`src/rtl/fetch_ctrl.sv`:
```
// rtl/fetch_ctrl.sv - fetch-stage sequencer: owns fetch PC, credit-limited I-cache issue, decode queue
// Stale I-cache responses after a redirect are counted in r_discard and dropped on arrival.
`ifndef AddrWidth
`define AddrWidth 32
`endif
`ifndef DataWidth
`define DataWidth 32
`endif

module fetch_ctrl #(
  parameter int              ADDR      = `AddrWidth,
  parameter int              DATA      = `DataWidth,
  parameter logic [ADDR-1:0] RESET_VEC = '0,
  parameter int              DEPTH     = 2
) (
  input  logic            clk,
  input  logic            reset_,
  input  logic            redirect_e_,
  input  logic [ADDR-1:0] redirect_pc,
  output logic            fetch_e_,
  output logic [ADDR-1:0] fetch_pc,
  input  logic            ic_busy,
  input  logic            ic_e_,
  input  logic [DATA-1:0] ic_inst,
  output logic            inst_e_,
  output logic [ADDR-1:0] inst_pc,
  output logic [DATA-1:0] inst,
  input  logic            dec_stall
);

  localparam int PW = $clog2(DEPTH);
  localparam int CW = $clog2(DEPTH) + 1;
  localparam logic [CW:0]   L_DEPTH = (CW+1)'(DEPTH);
  localparam logic [ADDR-1:0] L_STEP = ADDR'(4);

  typedef enum logic [1:0] {
    BOOT  = 2'd0,
    RUN   = 2'd1,
    FLUSH = 2'd2
  } state_t;

  state_t          r_state;
  state_t          w_state_nxt;
  logic [ADDR-1:0] r_fetch_pc;
  logic [ADDR-1:0] r_resp_pc;
  logic [CW-1:0]   r_in_flight;
  logic [CW-1:0]   r_discard;
  logic [CW-1:0]   r_q_count;
  logic [PW-1:0]   r_wr_ptr;
  logic [PW-1:0]   r_rd_ptr;
  logic [ADDR-1:0] r_q_pc   [DEPTH];
  logic [DATA-1:0] r_q_inst [DEPTH];

  logic            w_redirect;
  logic            w_resp;
  logic [CW:0]     w_credit_used;
  logic            w_issue;
  logic            w_accept;
  logic            w_drop;
  logic            w_push;
  logic            w_pop;
  logic [CW-1:0]   w_in_flight_nxt;
  logic [CW-1:0]   w_discard_nxt;

  assign w_redirect    = ~redirect_e_;
  assign w_resp        = ~ic_e_;
  assign w_credit_used = {1'b0, r_in_flight} + {1'b0, r_q_count};

  // Every response arriving during a redirect or while discards are pending is stale.
  assign w_drop   = w_resp & (w_redirect | (r_discard != '0));
  assign w_push   = w_resp & ~w_drop;
  assign w_accept = w_issue & ~ic_busy;
  assign w_pop    = ~inst_e_ & ~dec_stall;

  always_comb begin
    w_in_flight_nxt = r_in_flight;
    if (w_accept && !w_resp) begin
      w_in_flight_nxt = r_in_flight + CW'(1);
    end else if (!w_accept && w_resp) begin
      w_in_flight_nxt = r_in_flight - CW'(1);
    end
  end

  // A redirect never issues, so everything still outstanding afterwards is stale.
  always_comb begin
    w_discard_nxt = r_discard;
    if (w_redirect) begin
      w_discard_nxt = w_in_flight_nxt;
    end else if (w_resp && (r_discard != '0)) begin
      w_discard_nxt = r_discard - CW'(1);
    end
  end

  always_ff @(posedge clk or negedge reset_) begin
    if (!reset_) begin
      r_state <= BOOT;
    end else begin
      r_state <= w_state_nxt;
    end
  end

  always_comb begin
    w_state_nxt = r_state;
    w_issue     = 1'b0;
    case (r_state)
      BOOT: begin
        w_state_nxt = RUN;
      end
      RUN: begin
        w_issue = ~w_redirect & (w_credit_used < L_DEPTH);
        if (w_redirect && (w_in_flight_nxt != '0)) begin
          w_state_nxt = FLUSH;
        end
      end
      FLUSH: begin
        w_issue = ~w_redirect & (w_credit_used < L_DEPTH);
        if (!w_redirect && (w_discard_nxt == '0)) begin
          w_state_nxt = RUN;
        end
      end
      default: begin
        w_state_nxt = BOOT;
      end
    endcase
    fetch_e_ = ~w_issue;
    inst_e_  = ~((r_q_count != '0) & ~w_redirect);
  end

  always_ff @(posedge clk or negedge reset_) begin
    if (!reset_) begin
      r_fetch_pc  <= RESET_VEC;
      r_resp_pc   <= RESET_VEC;
      r_in_flight <= '0;
      r_discard   <= '0;
    end else begin
      r_in_flight <= w_in_flight_nxt;
      r_discard   <= w_discard_nxt;
      if (w_redirect) begin
        r_fetch_pc <= redirect_pc;
        r_resp_pc  <= redirect_pc;
      end else begin
        if (w_accept) begin
          r_fetch_pc <= r_fetch_pc + L_STEP;
        end
        if (w_push) begin
          r_resp_pc <= r_resp_pc + L_STEP;
        end
      end
    end
  end

  always_ff @(posedge clk or negedge reset_) begin
    if (!reset_) begin
      r_wr_ptr  <= '0;
      r_rd_ptr  <= '0;
      r_q_count <= '0;
    end else if (w_redirect) begin
      r_wr_ptr  <= '0;
      r_rd_ptr  <= '0;
      r_q_count <= '0;
    end else begin
      if (w_push) begin
        r_wr_ptr <= r_wr_ptr + PW'(1);
      end
      if (w_pop) begin
        r_rd_ptr <= r_rd_ptr + PW'(1);
      end
      if (w_push && !w_pop) begin
        r_q_count <= r_q_count + CW'(1);
      end else if (!w_push && w_pop) begin
        r_q_count <= r_q_count - CW'(1);
      end
    end
  end

  always_ff @(posedge clk or negedge reset_) begin
    if (!reset_) begin
      for (int i = 0; i < DEPTH; i++) begin
        r_q_pc[i]   <= '0;
        r_q_inst[i] <= '0;
      end
    end else if (w_push) begin
      r_q_pc[r_wr_ptr]   <= r_resp_pc;
      r_q_inst[r_wr_ptr] <= ic_inst;
    end
  end

  assign fetch_pc = r_fetch_pc;
  assign inst_pc  = r_q_pc[r_rd_ptr];
  assign inst     = r_q_inst[r_rd_ptr];

endmodule

```
`config.mk`:
```
export PLATFORM = sky130hd
export DESIGN_NAME = fetch_ctrl
export DESIGN_NICKNAME = d
export VERILOG_FILES = /design/src/rtl/fetch_ctrl.sv
export SDC_FILE = /design/constraint.sdc
export NUM_CORES = 1
export LEC_CHECK = 0
export CAP_MARGIN = 10
export CORE_MARGIN = 2
export CORE_UTILIZATION = 33
export DETAILED_ROUTE_END_ITERATION = 12
export PLACE_DENSITY = 0.62
export SYNTH_ARGS = -nofsm -noshare
export SYNTH_HDL_FRONTEND = slang
export SYNTH_SLANG_ARGS = --single-unit
```
`constraint.sdc`:
```
create_clock -name clk -period 4.9 [get_ports clk]
set_input_delay 1.225 -clock clk [delete_from_list [all_inputs] [get_ports clk]]
set_output_delay 1.225 -clock clk [all_outputs]
set_load 0.02 [all_outputs]
```
==> results of run 1 <==
-- cell families after synthesis --
family	count (synthesis)	share of synthesized area [%]
AND/OR/NAND/NOR	209	11.2
flip-flops	202	52.6
multiplexers	197	23.0
AO/OA/AOI/OAI	95	6.31
buffers and inverters	53	2.37
XOR/XNOR	39	3.55
adder cells (fa/ha/maj)	7	0.989
-- per-stage QoR --
| step | util (%) | hold WS [ns] |
|---|---|---|
| 4_1_cts | 43.9 | 0.484 |
| 3_3_place_gp | 40.8 | 0.463 |
| 5_1_grt | 43.9 | 0.511 |
| 3_5_place_dp | 40.8 | 0.468 |
| 2_1_floorplan | - | 0.444 |
| 6_report | 43.9 | 0.484 |
-- worst min-delay path, stage by stage, from the launching register on --
cell and delay, ns:
dfrtp_1 0.34, nand2_1 0.06, nand2_1 0.05
-- cell type report --
cell class	count	area share [%]
Sequential cell	202	40.1
Inverter	14	0.417
Tap cell	384	3.81
Clock inverter	11	1.29
Multi-Input combinational cell	547	34.5
Timing Repair Buffer	177	14.2
Clock buffer	34	5.71
-- Yosys cell counts (all sizes together) --
master   instances  area share (%)
dfrtp          202              53
mux2           192              22
nand2           56             2.2
nor2            48             1.9
nand3           35             2.0
a21oi           31             1.6
nand4           26             1.7
clkbuf          24            0.94
o21ai           22             1.1
xor2            22             2.0
xnor2           17             1.5
buf             15            0.89
inv             14            0.55
o211ai          14             1.1
and2             9            0.59
o311ai           8            0.81
nor4             7            0.81
and3             6            0.40
ha               6            0.78
nor3             6            0.31
a31oi            5            0.33
mux2i            5            0.52
a32oi            3            0.27
or3              3            0.20
a21o             2            0.16
a221o            2            0.21
a311oi           2            0.18
and4             2            0.18
nand3b           2            0.16
nor2b            2            0.13
or2              2            0.13
or4              2            0.23
a211oi           1           0.078
a21boi           1           0.078
a2bb2oi          1           0.091
fa               1            0.21
nand2b           1           0.065
nand4bb          1            0.12
nor3b            1           0.078
o221ai           1           0.091
o31a             1           0.091
o31ai            1           0.078
-- state kept, by name, summed over array words and instances (netlist names) --
signal       cells
r_state          2
r_q_count        2
r_q_inst        64
fetch_pc        32
r_discard        2
r_rd_ptr         1
r_resp_pc       32
r_wr_ptr         1
r_in_flight      2
r_q_pc          64
-- report_power, final --
| part | leakage [nW] | switching (W) | internal (W) | total, W |
|---|---|---|---|---|
| logic | 2.32 | 0.00115 | 0.00138 | 0.00253 |
| registers | 2.50 | 0.000359 | 0.00224 | 0.00260 |
| clock network | 0.439 | 0.000720 | 0.00123 | 0.00195 |
-- final timing paths --
kind | startpoint | to | slack, ns
worst max register to register | r_q_count[0]$_DFFE_PN0P_ | fetch_pc[29]$_DFFE_PN0N_ | 2.07
worst max-delay path | r_q_count[0]$_DFFE_PN0P_ | fetch_e_ | 1.14
min in group asynchronous | reset_ | r_q_inst[37]$_DFFE_PN0P_ | 0.74
max in group asynchronous | reset_ | r_q_inst[30]$_DFFE_PN0P_ | 3.19
worst min-delay path | fetch_pc[0]$_DFFE_PN0P_ | fetch_pc[0]$_DFFE_PN0P_ | 0.48
worst min register to register | fetch_pc[0]$_DFFE_PN0P_ | fetch_pc[0]$_DFFE_PN0P_ | 0.48
-- layer usage --
layer | vias to the layer above | track usage [%] | wire [µm]
li1 | 3249 | - | -
met1 | 3458 | 21.6 | 11200
met2 | 136 | 27.8 | 12400
met3 | 41 | 3.02 | 979
met4 | 0 | 4.24 | 563
met5 | - | 0 | 0
==> results.md, run 1 <==
- Hold path cells: 2
- Clock latency on the worst-skew pair: 0.53 ns
- Worst setup EP type: primary output
- CTS tree: yes
- CTS sink count: 202
- Max FO, Critical Path: 7
- Critical Path Slowest Stage Cell: clkdlybuf4s50_1
- Pre-CTS setup slack: 1.04 ns
- Initial core utilization: 33.5%
- Detailed Place HPWL: 17,000 µm
- Worst VDD drop: 256 µV
- Die Y: 175 µm
- Design Power: 0.00708 W
- DRT Pass-1 Iters: 4
- Initial drt markers: 406
- Synth cell types: 54
- Post-Syn Nets: 879
- Die W: 175 µm
- Crit-path cells: and2_1 > fa_1 > nand4bb_1 > clkdlybuf4s50_1
- Area Overhead vs Synth: 31.0%
- Via Count: 6,884
- Max Clock Skew: 0.0156 ns
- Final hold violations: 0
- Crit Path Class: flip-flop to primary output
- Final WL: 25,100 µm
- Critical Path AT: 2.53 ns
- Critical path's top delay family: buffers and inverters
- Worst slew pin tran: 0.990 ns
- Dpl cell area: 11,700 µm²
- CTS root buffer: clkbuf_16
- Routed Antenna Nets: 0
- Htree depth: 1
- DR vias/cell: 5.03
- GRT Resource Usage Total: 16.4%
- Fin area: 12,600 µm²
- Sequential cell area: 5060 µm²
- Minimum clock period after layout: 3.76 ns
- DRC: 0
- Fmax: 266 MHz
- # diodes: 0
- Die ar.: 30,500 µm²
- Non-Filler Instances: 1,369
- Most frequent cells in the layout: dfrtp_1, mux2_2, clkdlybuf4s50_1
- Hold Path Class: flip-flop to flip-flop
- Register area share after synthesis: 52.6%
- CP Depth: 4
- P_leak: 5.26 nW
- Core ar.: 28,700 µm²
- YS warnings: 0
- Share of cells above drive strength 1: 26.1%
- RSZ-0062 raised after global routing: false
- Max-Cap Viols: 0
- Avg WL per Cell: 18.3 µm
- I/O pins: 168
- Synth Area per Inst: 12.0 µm²
- Commonest non-fill, non-tap cell in the layout: dfrtp_1
- Row count: 62
- Cells after DPL: 1,324
- Final setup viols: 0
- CTS max path bufs: 3
- CTS buffer count: 25
- CP startpoint kind: flip-flop
- Post-CTS setup buffers: 0
- CTS clk-pin slew, worst paths: 0.06 ns
- Worst path max stage delay: 0.64 ns
- P per Cell Area: 562 nW/µm²
- GR Overflow Total: 0
- Post-CTS resize count: 0
- Area of the multi-input gates: 4340 µm²
- Count of input and output buffers: 167
- Register bit total from synthesis: 202
- Cells on worst reg2reg path: 8
- Slew headroom: 34.0%
- Final Max Slew Viols: 0
- Tcrit/Tclk final: 76.7%
- RD Place Congestion: 0.859
- Cell area after synthesis: 9610 µm²
- First-pass GRT wire length: 40,200 µm
- Largest net degree at the start of global routing: 85
- Status: finished, final reports clean
- Vias in the first global route: 7,124
- Worst Slack Setup Final: 1.14 ns
- Synth Instances: 802
- Critical path required time: 3.67 ns
- Antenna violations before repair: 0
- Filler Cells Inserted: 2,679
- CP bufs+invs: 1
- Final setup TNS: 0 ns
- Nets: 1,044
- CTS Hold Bufs: 0
No activity file was read; power rests on OpenSTA's default activity.
==> run 2, diff against run 1 <==
- clock period: 4.9 -> 3.8 ns (I/O delays scaled with it)
==> run 2 against run 1 <==
  * Die area did not move
  * Critical endpoint unchanged
  * Sequential power rose by 29%
  * Non-clock buffer count is 7 higher
  * Sequential cell count stayed put
  * Largest power group unchanged
  * Critical path type unchanged
  * Final cell count increased by 0.37%
  * Largest cell class unchanged
  * Clock power is 22% higher
==> results.md, run 2 (same netlist as run 1, synthesis figures left out) <==
- Crit-path cells: and2_1 > fa_1 > nand4bb_1 > clkdlybuf4s50_1
- Max FO, Critical Path: 7 (unchanged)
- Final Max Slew Viols: 0 (unchanged)
- Critical Path AT: 2.62 ns (+0.09 ns)
- Via Count: 6,956 (+1.0%)
- CTS buffer count: 24 (-4.0%)
- RSZ-0062 raised after global routing: false
- Status: finished, final reports clean
- Final WL: 25,000 µm (-0.35%)
- Core ar.: 28,700 µm² (unchanged)
- CTS max path bufs: 3 (unchanged)
- DRC: 0 (unchanged)
- CTS root buffer: clkbuf_16
- Initial drt markers: 397 (-2.2%)
- Die Y: 175 µm (unchanged)
- Crit Path Class: flip-flop to primary output
- Crit Reg-Reg Endpoint: fetch_pc[14]$_DFFE_PN0N_
- Commonest non-fill, non-tap cell in the layout: dfrtp_1
- I/O pins: 168 (unchanged)
- Count of input and output buffers: 167 (unchanged)
- Area Overhead vs Synth: 31.4%
- Final setup TNS: 0 ns (unchanged)
- Minimum clock period after layout: 3.57 ns
- P per Cell Area: 714 nW/µm² (+27%)
- P_leak: 5.28 nW (+0.34%)
- Share of cells above drive strength 1: 26.5% (+0.37 points)
- Tcrit/Tclk final: 94.0%
- Nets: 1,050 (+0.57%)
- Initial core utilization: 33.5% (unchanged)
- Post-CTS resize count: 0 (unchanged)
- # diodes: 0 (unchanged)
- GRT Resource Usage Total: 16.5% (+0.069 points)
- Worst R2R Setup Slack: 0.87 ns (-1.20 ns)
- CTS tree: yes
- CTS clk-pin slew, worst paths: 0.06 ns (about the same)
- Worst path max stage delay: 0.66 ns (+0.02 ns)
- Slew headroom: 41.9% (+7.9 points)
- Worst setup EP type: primary output
- Htree depth: 1 (unchanged)
- CTS Hold Bufs: 0 (unchanged)
- Fmax: 280 MHz
- Detailed Place HPWL: 17,500 µm (+2.4%)
- Die ar.: 30,500 µm² (unchanged)
- Max-Cap Viols: 0 (unchanged)
- Final setup viols: 0 (unchanged)
- Worst slew pin tran: 0.868 ns (-0.122 ns)
- Largest regs: r_q_inst x64, r_q_pc x64
- Design Power: 0.00901 W (+27%)
- Most frequent cells in the layout: dfrtp_1, mux2_2, clkdlybuf4s50_1
- Avg WL per Cell: 18.2 µm (-0.71%)
- CP Launch Point: r_q_count[0]$_DFFE_PN0P_
- DR vias/cell: 5.06 (+0.68%)
- CP startpoint kind: flip-flop
- RD Place Congestion: 0.838 (-2.4%)
- CTS sink count: 202 (unchanged)
- Post-CTS setup buffers: 0 (unchanged)
- Critical path required time: 2.85 ns (-0.82 ns)
- Antenna violations before repair: 0 (unchanged)
- Max Clock Skew: 0.0167 ns (+0.00106 ns)
- Worst VDD drop: 382 µV (+49%)
- Die W: 175 µm (unchanged)
- Worst r2r src: r_q_count[0]$_DFFE_PN0P_
- DRT Pass-1 Iters: 5 (+1)
- Hold Path Class: primary input to asynchronous set/reset pin
- Routed Antenna Nets: 0 (unchanged)
- Critical Path Slowest Stage Cell: clkdlybuf4s50_1
- Final hold violations: 0 (unchanged)
- Largest net degree at the start of global routing: 88 (+3.5%)
- Cells on worst reg2reg path: 8 (unchanged)
- Clock latency on the worst-skew pair: 0.51 ns (-0.02 ns)
- Vias in the first global route: 7,275 (+2.1%)
- GR Overflow Total: 0 (unchanged)
- Row count: 62 (unchanged)
- First-pass GRT wire length: 40,500 µm (+0.57%)
-- run 2: final cells by class --
type / instances / area, µm²
clock buffer: 36 / 747
fill: 2715 / 16100
clock inverter: 7 / 91.3
inverter: 14 / 52.6
tap: 384 / 480
multi-input combinational: 547 / 4340
timing repair buffer: 184 / 1860
sequential: 202 / 5060
-- run 2: per-stage QoR --
step | hold slack (ns) | area (µm²) | util, % | setup slack, ns | std cells
global route | 0.508 | 12600 | 44.0 | 0.140 | 1374
global placement | 0.464 | 11800 | 41.1 | 0.620 | 1331
finish | 0.474 | 12600 | 44.0 | 0.228 | 1374
floorplan | 0.444 | 9610 | - | 1.27 | 802
detailed placement | 0.471 | 11800 | 41.1 | 0.517 | 1331
CTS | 0.487 | 12600 | 44.0 | 0.183 | 1374
-- run 2: routing by layer --
metal  part of all wire (%)  GRT usage [%]  vias to the layer above
met3                    3.9           2.33                       54
met4                    3.3           5.59                        0
met5                      0              0                        -
li1                       -              -                     3252
met2                     49           27.4                      180
met1                     44           22.1                     3470
-- run 2: worst max-delay path: cells and delay by family, from the launching register on --
| family | cells | cell delay, ns |
|---|---|---|
| adders and majority gates | 1 | 0.42 |
| DFF | 1 | 0.45 |
| buffers and inverters | 1 | 0.66 |
| and+or+nand+nor | 2 | 0.59 |
-- run 2: worst max path at each step --
stage | endpoint | depth (start not counted)
after global routing | fetch_e_ | 4
final | fetch_e_ | 4
after detailed placement | r_q_pc[28]$_DFFE_PN0P_ | 6
after floorplan | r_q_inst[15]$_DFFE_PN0P_ | 8
after global placement | r_q_pc[30]$_DFFE_PN0P_ | 6
after CTS | fetch_e_ | 4
-- run 2: power by group --
group / internal [W] / switching [W] / total (W)
sequential: 0.00289 / 0.000467 / 0.00336
combinational: 0.00179 / 0.00149 / 0.00328
clock: 0.00149 / 0.000890 / 0.00238
total: 0.00617 / 0.00284 / 0.00901
